File: config.mk
export PLATFORM = sky130hd
export DESIGN_NAME = pipe_mux_sel
export DESIGN_NICKNAME = d
export VERILOG_FILES = /design/src/rtl/pipe_mux_sel_pkg.sv /design/src/rtl/pipe_mux_sel_stage.sv /design/src/rtl/pipe_mux_sel.sv
export SDC_FILE = /design/constraint.sdc
export NUM_CORES = 1
export LEC_CHECK = 0
export ABC_AREA = 1
export CORE_ASPECT_RATIO = 1.25
export CORE_MARGIN = 1.5
export CORE_UTILIZATION = 37
export CTS_BUF_LIST = sky130_fd_sc_hd__clkbuf_4
export CTS_CLUSTER_DIAMETER = 80
export DETAILED_ROUTE_END_ITERATION = 8
export GPL_ROUTABILITY_DRIVEN = 0
export MAX_ROUTING_LAYER = met4
export PLACE_DENSITY_LB_ADDON = 0.08
export REMOVE_ABC_BUFFERS = 1
export SLEW_MARGIN = 40
export SYNTH_ARGS = -nofsm -noshare
export SYNTH_HDL_FRONTEND = slang
export SYNTH_SLANG_ARGS = --single-unit
File: constraint.sdc
create_clock -name clock -period 1 [get_ports clock]
set_input_delay 0.2 -clock clock [delete_from_list [all_inputs] [get_ports clock]]
set_output_delay 0.2 -clock clock [all_outputs]
set_load 0.1 [all_outputs]
File: src/rtl/pipe_mux_sel_pkg.sv
// pipe_mux_sel_pkg: shared constants and helpers for the pipelined multi-way selector.
package pipe_mux_sel_pkg;

  localparam int unsigned DEF_WIDTH  = 8;
  localparam int unsigned DEF_INPUTS = 4;
  localparam int unsigned DEF_STAGES = 2;

  // Lane-index width: clog2 of the lane count, but never narrower than one bit.
  function automatic int unsigned sel_width(input int unsigned inputs);
    return (inputs <= 2) ? 1 : $clog2(inputs);
  endfunction

  // Bit offset of lane 'lane' inside the packed data bus.
  function automatic int unsigned lane_lsb(input int unsigned lane, input int unsigned width);
    return lane * width;
  endfunction

endpackage

File: src/rtl/pipe_mux_sel_stage.sv
// pipe_mux_sel_stage: one elastic register slot (valid bit plus data word).
// The data word is only written from a valid source, so it keeps its last
// good value (or RESET_VAL) while bubbles pass through.
module pipe_mux_sel_stage #(
  parameter int unsigned      WIDTH     = 8,
  parameter logic [WIDTH-1:0] RESET_VAL = '0
) (
  input  logic             clock,
  input  logic             reset,
  input  logic             load,
  input  logic             src_valid,
  input  logic [WIDTH-1:0] src_data,
  output logic             valid,
  output logic [WIDTH-1:0] data
);

  // Slot register: capture upstream valid on load, data only when it is valid.
  always_ff @(posedge clock) begin
    if (reset) begin
      valid <= 1'b0;
      data  <= RESET_VAL;
    end else if (load) begin
      valid <= src_valid;
      if (src_valid) begin
        data <= src_data;
      end
    end
  end

endmodule

File: src/rtl/pipe_mux_sel.sv
// pipe_mux_sel: INPUTS-way, WIDTH-bit selector feeding a STAGES-deep elastic
// pipeline with valid/ready handshake. Out-of-range sel yields RESET_VAL.
// Optional: define PIPE_MUX_SEL_ERR_EN to add the sticky 'err' output that
// flags any accepted transfer whose sel is out of range.
module pipe_mux_sel
  import pipe_mux_sel_pkg::*;
#(
  parameter int unsigned      WIDTH     = DEF_WIDTH,
  parameter int unsigned      INPUTS    = DEF_INPUTS,
  parameter int unsigned      STAGES    = DEF_STAGES,
  parameter logic [WIDTH-1:0] RESET_VAL = '0
) (
  input  logic                          clock,
  input  logic                          reset,
  input  logic                          in_valid,
  output logic                          in_ready,
  input  logic [sel_width(INPUTS)-1:0]  sel,
  input  logic [INPUTS*WIDTH-1:0]       data,
  output logic                          out_valid,
  input  logic                          out_ready,
  output logic [WIDTH-1:0]              y
`ifdef PIPE_MUX_SEL_ERR_EN
  ,
  output logic                          err
`endif
);

  localparam int unsigned SW = sel_width(INPUTS);

  logic [WIDTH-1:0]  mux_out;
  logic [STAGES-1:0] v;
  logic [WIDTH-1:0]  d [STAGES];
  logic [STAGES:0]   ready;

  // Lane selector; anything past the last lane falls through to RESET_VAL.
  always_comb begin
    mux_out = RESET_VAL;
    for (int unsigned k = 0; k < INPUTS; k++) begin
      if (sel == SW'(k)) begin
        mux_out = data[lane_lsb(k, WIDTH) +: WIDTH];
      end
    end
  end

  // Ready chain from the consumer back to stage 0: a stage may load when it
  // is empty or the stage after it is loading. Built through a running
  // accumulator so no bit of 'ready' is read back within the same block.
  always_comb begin
    logic acc;
    ready         = '0;
    acc           = out_ready;
    ready[STAGES] = acc;
    for (int unsigned j = 0; j < STAGES; j++) begin
      acc                  = !v[STAGES-1-j] | acc;
      ready[STAGES-1-j]    = acc;
    end
  end

  assign in_ready  = ready[0] & ~reset;
  assign out_valid = v[STAGES-1];
  assign y         = d[STAGES-1];

  genvar i;
  generate
    for (i = 0; i < STAGES; i++) begin : g_stage
      if (i == 0) begin : g_first
        pipe_mux_sel_stage #(
          .WIDTH     (WIDTH),
          .RESET_VAL (RESET_VAL)
        ) u_stage (
          .clock     (clock),
          .reset     (reset),
          .load      (ready[0]),
          .src_valid (in_valid),
          .src_data  (mux_out),
          .valid     (v[0]),
          .data      (d[0])
        );
      end else begin : g_rest
        pipe_mux_sel_stage #(
          .WIDTH     (WIDTH),
          .RESET_VAL (RESET_VAL)
        ) u_stage (
          .clock     (clock),
          .reset     (reset),
          .load      (ready[i]),
          .src_valid (v[i-1]),
          .src_data  (d[i-1]),
          .valid     (v[i]),
          .data      (d[i])
        );
      end
    end
  endgenerate

`ifdef PIPE_MUX_SEL_ERR_EN
  logic sel_oob;
  assign sel_oob = (32'(sel) >= INPUTS);

  // Sticky flag: set on any accepted transfer with an out-of-range lane index.
  always_ff @(posedge clock) begin
    if (reset) begin
      err <= 1'b0;
    end else if (in_valid && in_ready && sel_oob) begin
      err <= 1'b1;
    end
  end
`endif

endmodule

# == After elaboration in Yosys (flattened, before gate mapping) ==
# Index checks and enable logic that the tools add are counted.
# Widths: inputs -> output; s select.
# word_totals
reg_bits,18
latch_bits,0
ramBits,0
mem_bits_ro,0
inputBits,38
out_inout_bits,10
wordCells,20
n_memories,0
# classes
n_addsub,0
mul,0
div_mod_pow,0
magnitude_cmp,0
n_eq_ne,3
shift,0
muxes,4
n_bitwise,4
n_reduce_logical,5
# op_table
op,n
$mux 8,4
$eq 2x2->1 const B,2
$reduce_and 2->1,2
$eq 2x1->1 const B,1
$logic_not 1->1,2
$logic_not 2->1,1
$or 1x1->1,2
$and 1x1->1,1
$not 1->1,1

# == Logic depth before layout (Yosys ltp) ==
# logic_depth
depth_word,5
ltp_mapped,7
ltp_nobuf,6

# == Hierarchy ==
# Synthesis repeated with hierarchy kept, for this count alone.
# unflattened
cells_unflattened,163
area_unflattened_um2,1033.5
# modules_own_cells
module,n_inst,cells_per_inst,area_per_inst_um2,seq_area_each_um2
pipe_mux_sel_stage,2,55,372.9,180.2
pipe_mux_sel,1,53,287.8,0.0

# == Worst setup path after synthesis ==
# OpenSTA, ideal clock, no wires.
# synth_path
kind,reg2out
from,register g_stage[1].g_rest.u_stage.valid
to,output in_ready
arrival_time_ns,1.612
required_time_ns,0.800
slack_ns,-0.812
path_stages_with_launch,4
path_buffers,0
path_cell_list,dfxtp_1 nand3_2 nand2_1 inv_1
# synth_via
elab_chain_cells,4
# synth_rtl
element,line_no,rtl
start: declaration,pipe_mux_sel_stage.sv:13,"output logic valid,"
start signal: assignment,pipe_mux_sel_stage.sv:23,valid <= src_valid;
$logic_not 1->1,pipe_mux_sel.sv:54,acc = !v[STAGES-1-j] | acc;
$or 1x1->1 (2 in series),pipe_mux_sel.sv:54,
$and 1x1->1,pipe_mux_sel.sv:59,assign in_ready = ready[0] & ~reset;
end: declaration,pipe_mux_sel.sv:16,"output logic in_ready,"
# Every way passes these cells.

# == Final worst setup path ==
# Ends and elaborated chain as after synthesis.

==> impl_metrics.json <==
{
  "status": "complete, but fails checks",
  "failed_checks": "setup timing",
  "power_report.internal_total_mw": 1.25,
  "share_seq_of_total_power_pct": 42.9,
  "combinational_share_of_power_pct": 39.3,
  "hold-path-cell-count": 4,
  "leakagePower_nw": 0.718,
  "die_area_mm2": 0.00295,
  "switching_power_uw": 642,
  "floorplan.io_pins": 48,
  "crit_arrival_ps": 1000,
  "critPathCaptureType": "primary output",
  "area_growth_syn_to_layout_pct": 80.6,
  "vias": 1086,
  "reg2reg_setup_slack_ps": -100,
  "fin_cells": 227,
  "layout_min_cycle_time_ps": 1200,
  "routed_wl_um": 2510,
  "synth.yosys.warnings": 0,
  "clock.fmax_mhz": 835,
  "placed_cells": 219,
  "synthesis.instances": 142,
  "most_common_library_cell_in_the_layout_ignoring_fill_and_taps": "sky130_fd_sc_hd__clkdlybuf4s50_1",
  "post_drt_wl_per_cell_um": 11.1,
  "final-setup-viol-count": 19,
  "ctsHtreeMaxLevel": 1,
  "grt_overflow_total": 0,
  "cts_buffers": 3,
  "drive_gt1_share_pct": 36.6,
  "power.density_cell_area_mw_per_mm2": 1080,
  "post-route-period-util_pct": 120,
  "place.port_buffers": 47,
  "cts.sink_count": 18,
  "cts_tree": "yes",
  "finalMaxSlewViolations": 0,
  "detail-route-antenna-nets": 0,
  "sw_frac_of_total_pct": 33.9,
  "cts_max_path_buffers": 2,
  "start_util_pct": 39.6,
  "tightest_slew_ps": 581,
  "post_synth_num_cell_types": 17,
  "dr.pass1.iters": 4,
  "viasPerCell": 4.78,
  "irDropWorstVdd_mv": 0.623,
  "grt_max_degree": 18,
  "mappedNetlistArea_um2": 972,
  "worst_clock_skew_ps": 4.75,
  "post_synth.cell_area_avg_um2": 6.85,
  "dpl.hpwl_um": 1880,
  "rsz0062_at_grt": "true",
  "critical_path.reg2reg.startpoint": "g_stage[1].g_rest.u_stage.valid",
  "synth_sequential_area_ratio_pct": 37.1,
  "final_net_count": 234,
  "grt_pass1_wl_um": 3730,
  "setup.worst_path.start_class": "register",
  "timing.max_cap.violations": 0,
  "final_cell_mix": "sky130_fd_sc_hd__clkdlybuf4s50_1, sky130_fd_sc_hd__nor2_1, sky130_fd_sc_hd__nand2_1",
  "post-place-ws_ps": -469,
  "floorplan.die.height_um": 60.3,
  "cell_chosen_for_the_clock_root": "sky130_fd_sc_hd__clkbuf_4",
  "via_count_of_the_first_global_routing_pass": 967,
  "num-fill-cells": 221,
  "worst_hold_path_type": "in -> reg",
  "fin_ws_ps": -198,
  "core-area_mm2": 0.00245,
  "antenna_found_initial": 0,
  "timing.rr.end": "g_stage[0].g_first.u_stage.data[7]",
  "num_antenna_cells": 0,
  "slew_headroom_pct": 61.2,
  "postSynthRegisterBits": 18,
  "drt_iter0_markers": 23,
  "crit_fanout": 3,
  "path_class": "reg -> out",
  "r2r_cells": 7,
  "grtUsageTotal_pct": 16.8,
  "horiz_die_dim_um": 48.8,
  "cts_hold_buf": 0,
  "clkLatencyLatePin_ps": 280,
  "drcViolationCount": 0,
  "clkPwrFrac_pct": 17.8,
  "cp.required_ps": 800,
  "holdCritStartpoint": "reset",
  "fp-row-count": 20,
  "clk_transition_reported_paths_ps": 90,
  "finalHoldViolCount": 0,
  "worstHoldEndpoint": "g_stage[1].g_rest.u_stage.data[4]"
}
## flip-flops by register name, indices dropped and copies added, names as in the netlist
name,cells
g_stage.g_rest.u_stage.data,8
g_stage.g_rest.u_stage.valid,1
g_stage.g_first.u_stage.valid,1
g_stage.g_first.u_stage.data,8
## stage by stage
step	power, mW	utilization [%]	setup TNS (ps)	hold slack (ps)	instance area (um^2)
after floorplan	1.16	-	-13860	262	881
after global placement	1.49	63.6	-6800	438	1560
after detailed placement	1.51	63.6	-7470	453	1560
after CTS	1.85	65.9	-895	370	1620
after global routing	2.00	71.6	-2140	411	1760
final	1.89	71.6	-1250	389	1760
## Yosys cell counts
master	n	area, um^2
sky130_fd_sc_hd__nor2_1	28	105
sky130_fd_sc_hd__buf_2	1	5.00
sky130_fd_sc_hd__nand2_2	2	12.5
sky130_fd_sc_hd__buf_4	10	75.1
sky130_fd_sc_hd__buf_6	1	11.3
sky130_fd_sc_hd__inv_1	6	22.5
sky130_fd_sc_hd__or2_0	1	6.26
sky130_fd_sc_hd__nor2_2	1	6.26
sky130_fd_sc_hd__nand3_1	16	80.1
sky130_fd_sc_hd__o21ai_1	4	20.0
sky130_fd_sc_hd__a21oi_2	8	70.1
sky130_fd_sc_hd__a21oi_1	3	15.0
sky130_fd_sc_hd__nand3_2	1	10.0
sky130_fd_sc_hd__nand2_1	28	105
sky130_fd_sc_hd__dfxtp_1	18	360
sky130_fd_sc_hd__o21ai_0	12	60.1
sky130_fd_sc_hd__inv_2	2	7.51
## worst max-delay path, cell delays in order, from the launching register on
cell and delay [ps]:
sky130_fd_sc_hd__dfxtp_2 360, sky130_fd_sc_hd__nand3_2 90, sky130_fd_sc_hd__nand2_2 70, sky130_fd_sc_hd__inv_2 40
sky130_fd_sc_hd__buf_12 150
## final cells by class
type	count	area (um^2)	share of cell area [%]
tap	33	41.3	2.35
clock buffer	3	22.5	1.28
inverter	8	32.5	1.85
timing repair buffer	59	671	38.2
sequential	18	373	21.2
multi-input combinational	106	616	35.1
## cells by family after synthesis
group           Yosys count  share of synthesized area (%)
flops                    18                           37.1
compound gates           27                           17.0
simple gates             77                           33.5
buf+inv                  20                           12.5
## worst max path at each step
stage / slack, ps / cells past startpoint / start / endpoint
6_report: -200 / 4 / g_stage[1].g_rest.u_stage.valid / in_ready
3_3_place_gp: -430 / 6 / sel[0] / g_stage[0].g_first.u_stage.data[7]
4_1_cts: -200 / 4 / g_stage[1].g_rest.u_stage.valid / in_ready
2_1_floorplan: -810 / 3 / g_stage[1].g_rest.u_stage.valid / in_ready
3_5_place_dp: -470 / 6 / sel[0] / g_stage[0].g_first.u_stage.data[7]
5_1_grt: -260 / 4 / g_stage[1].g_rest.u_stage.valid / in_ready
## metal layers
layer | vias to the layer above | track usage, % | share of wire [%]
li1 | 562 | - | -
met1 | 482 | 15.4 | 38
met2 | 38 | 33.9 | 57
met3 | 4 | 2.25 | 4.1
met4 | 0 | 8.57 | 1.1
met5 | - | - | 0
## power groups by stage
stage / registers (mW) / clock network [mW] / logic [mW]
floorplan: 0.981 / 0 / 0.175
global placement: 0.817 / 0 / 0.675
detailed placement: 0.820 / 0 / 0.685
CTS: 0.809 / 0.347 / 0.690
global route: 0.818 / 0.391 / 0.791
finish: 0.812 / 0.337 / 0.744
## repair_timing
item	CTS	global route
buffers inserted	1	2
endpoints found under the setup margin	26	26
pin swaps	3	2
cloned	0	2
gates resized for setup	19	30
No activity file was read; power rests on OpenSTA's default activity.
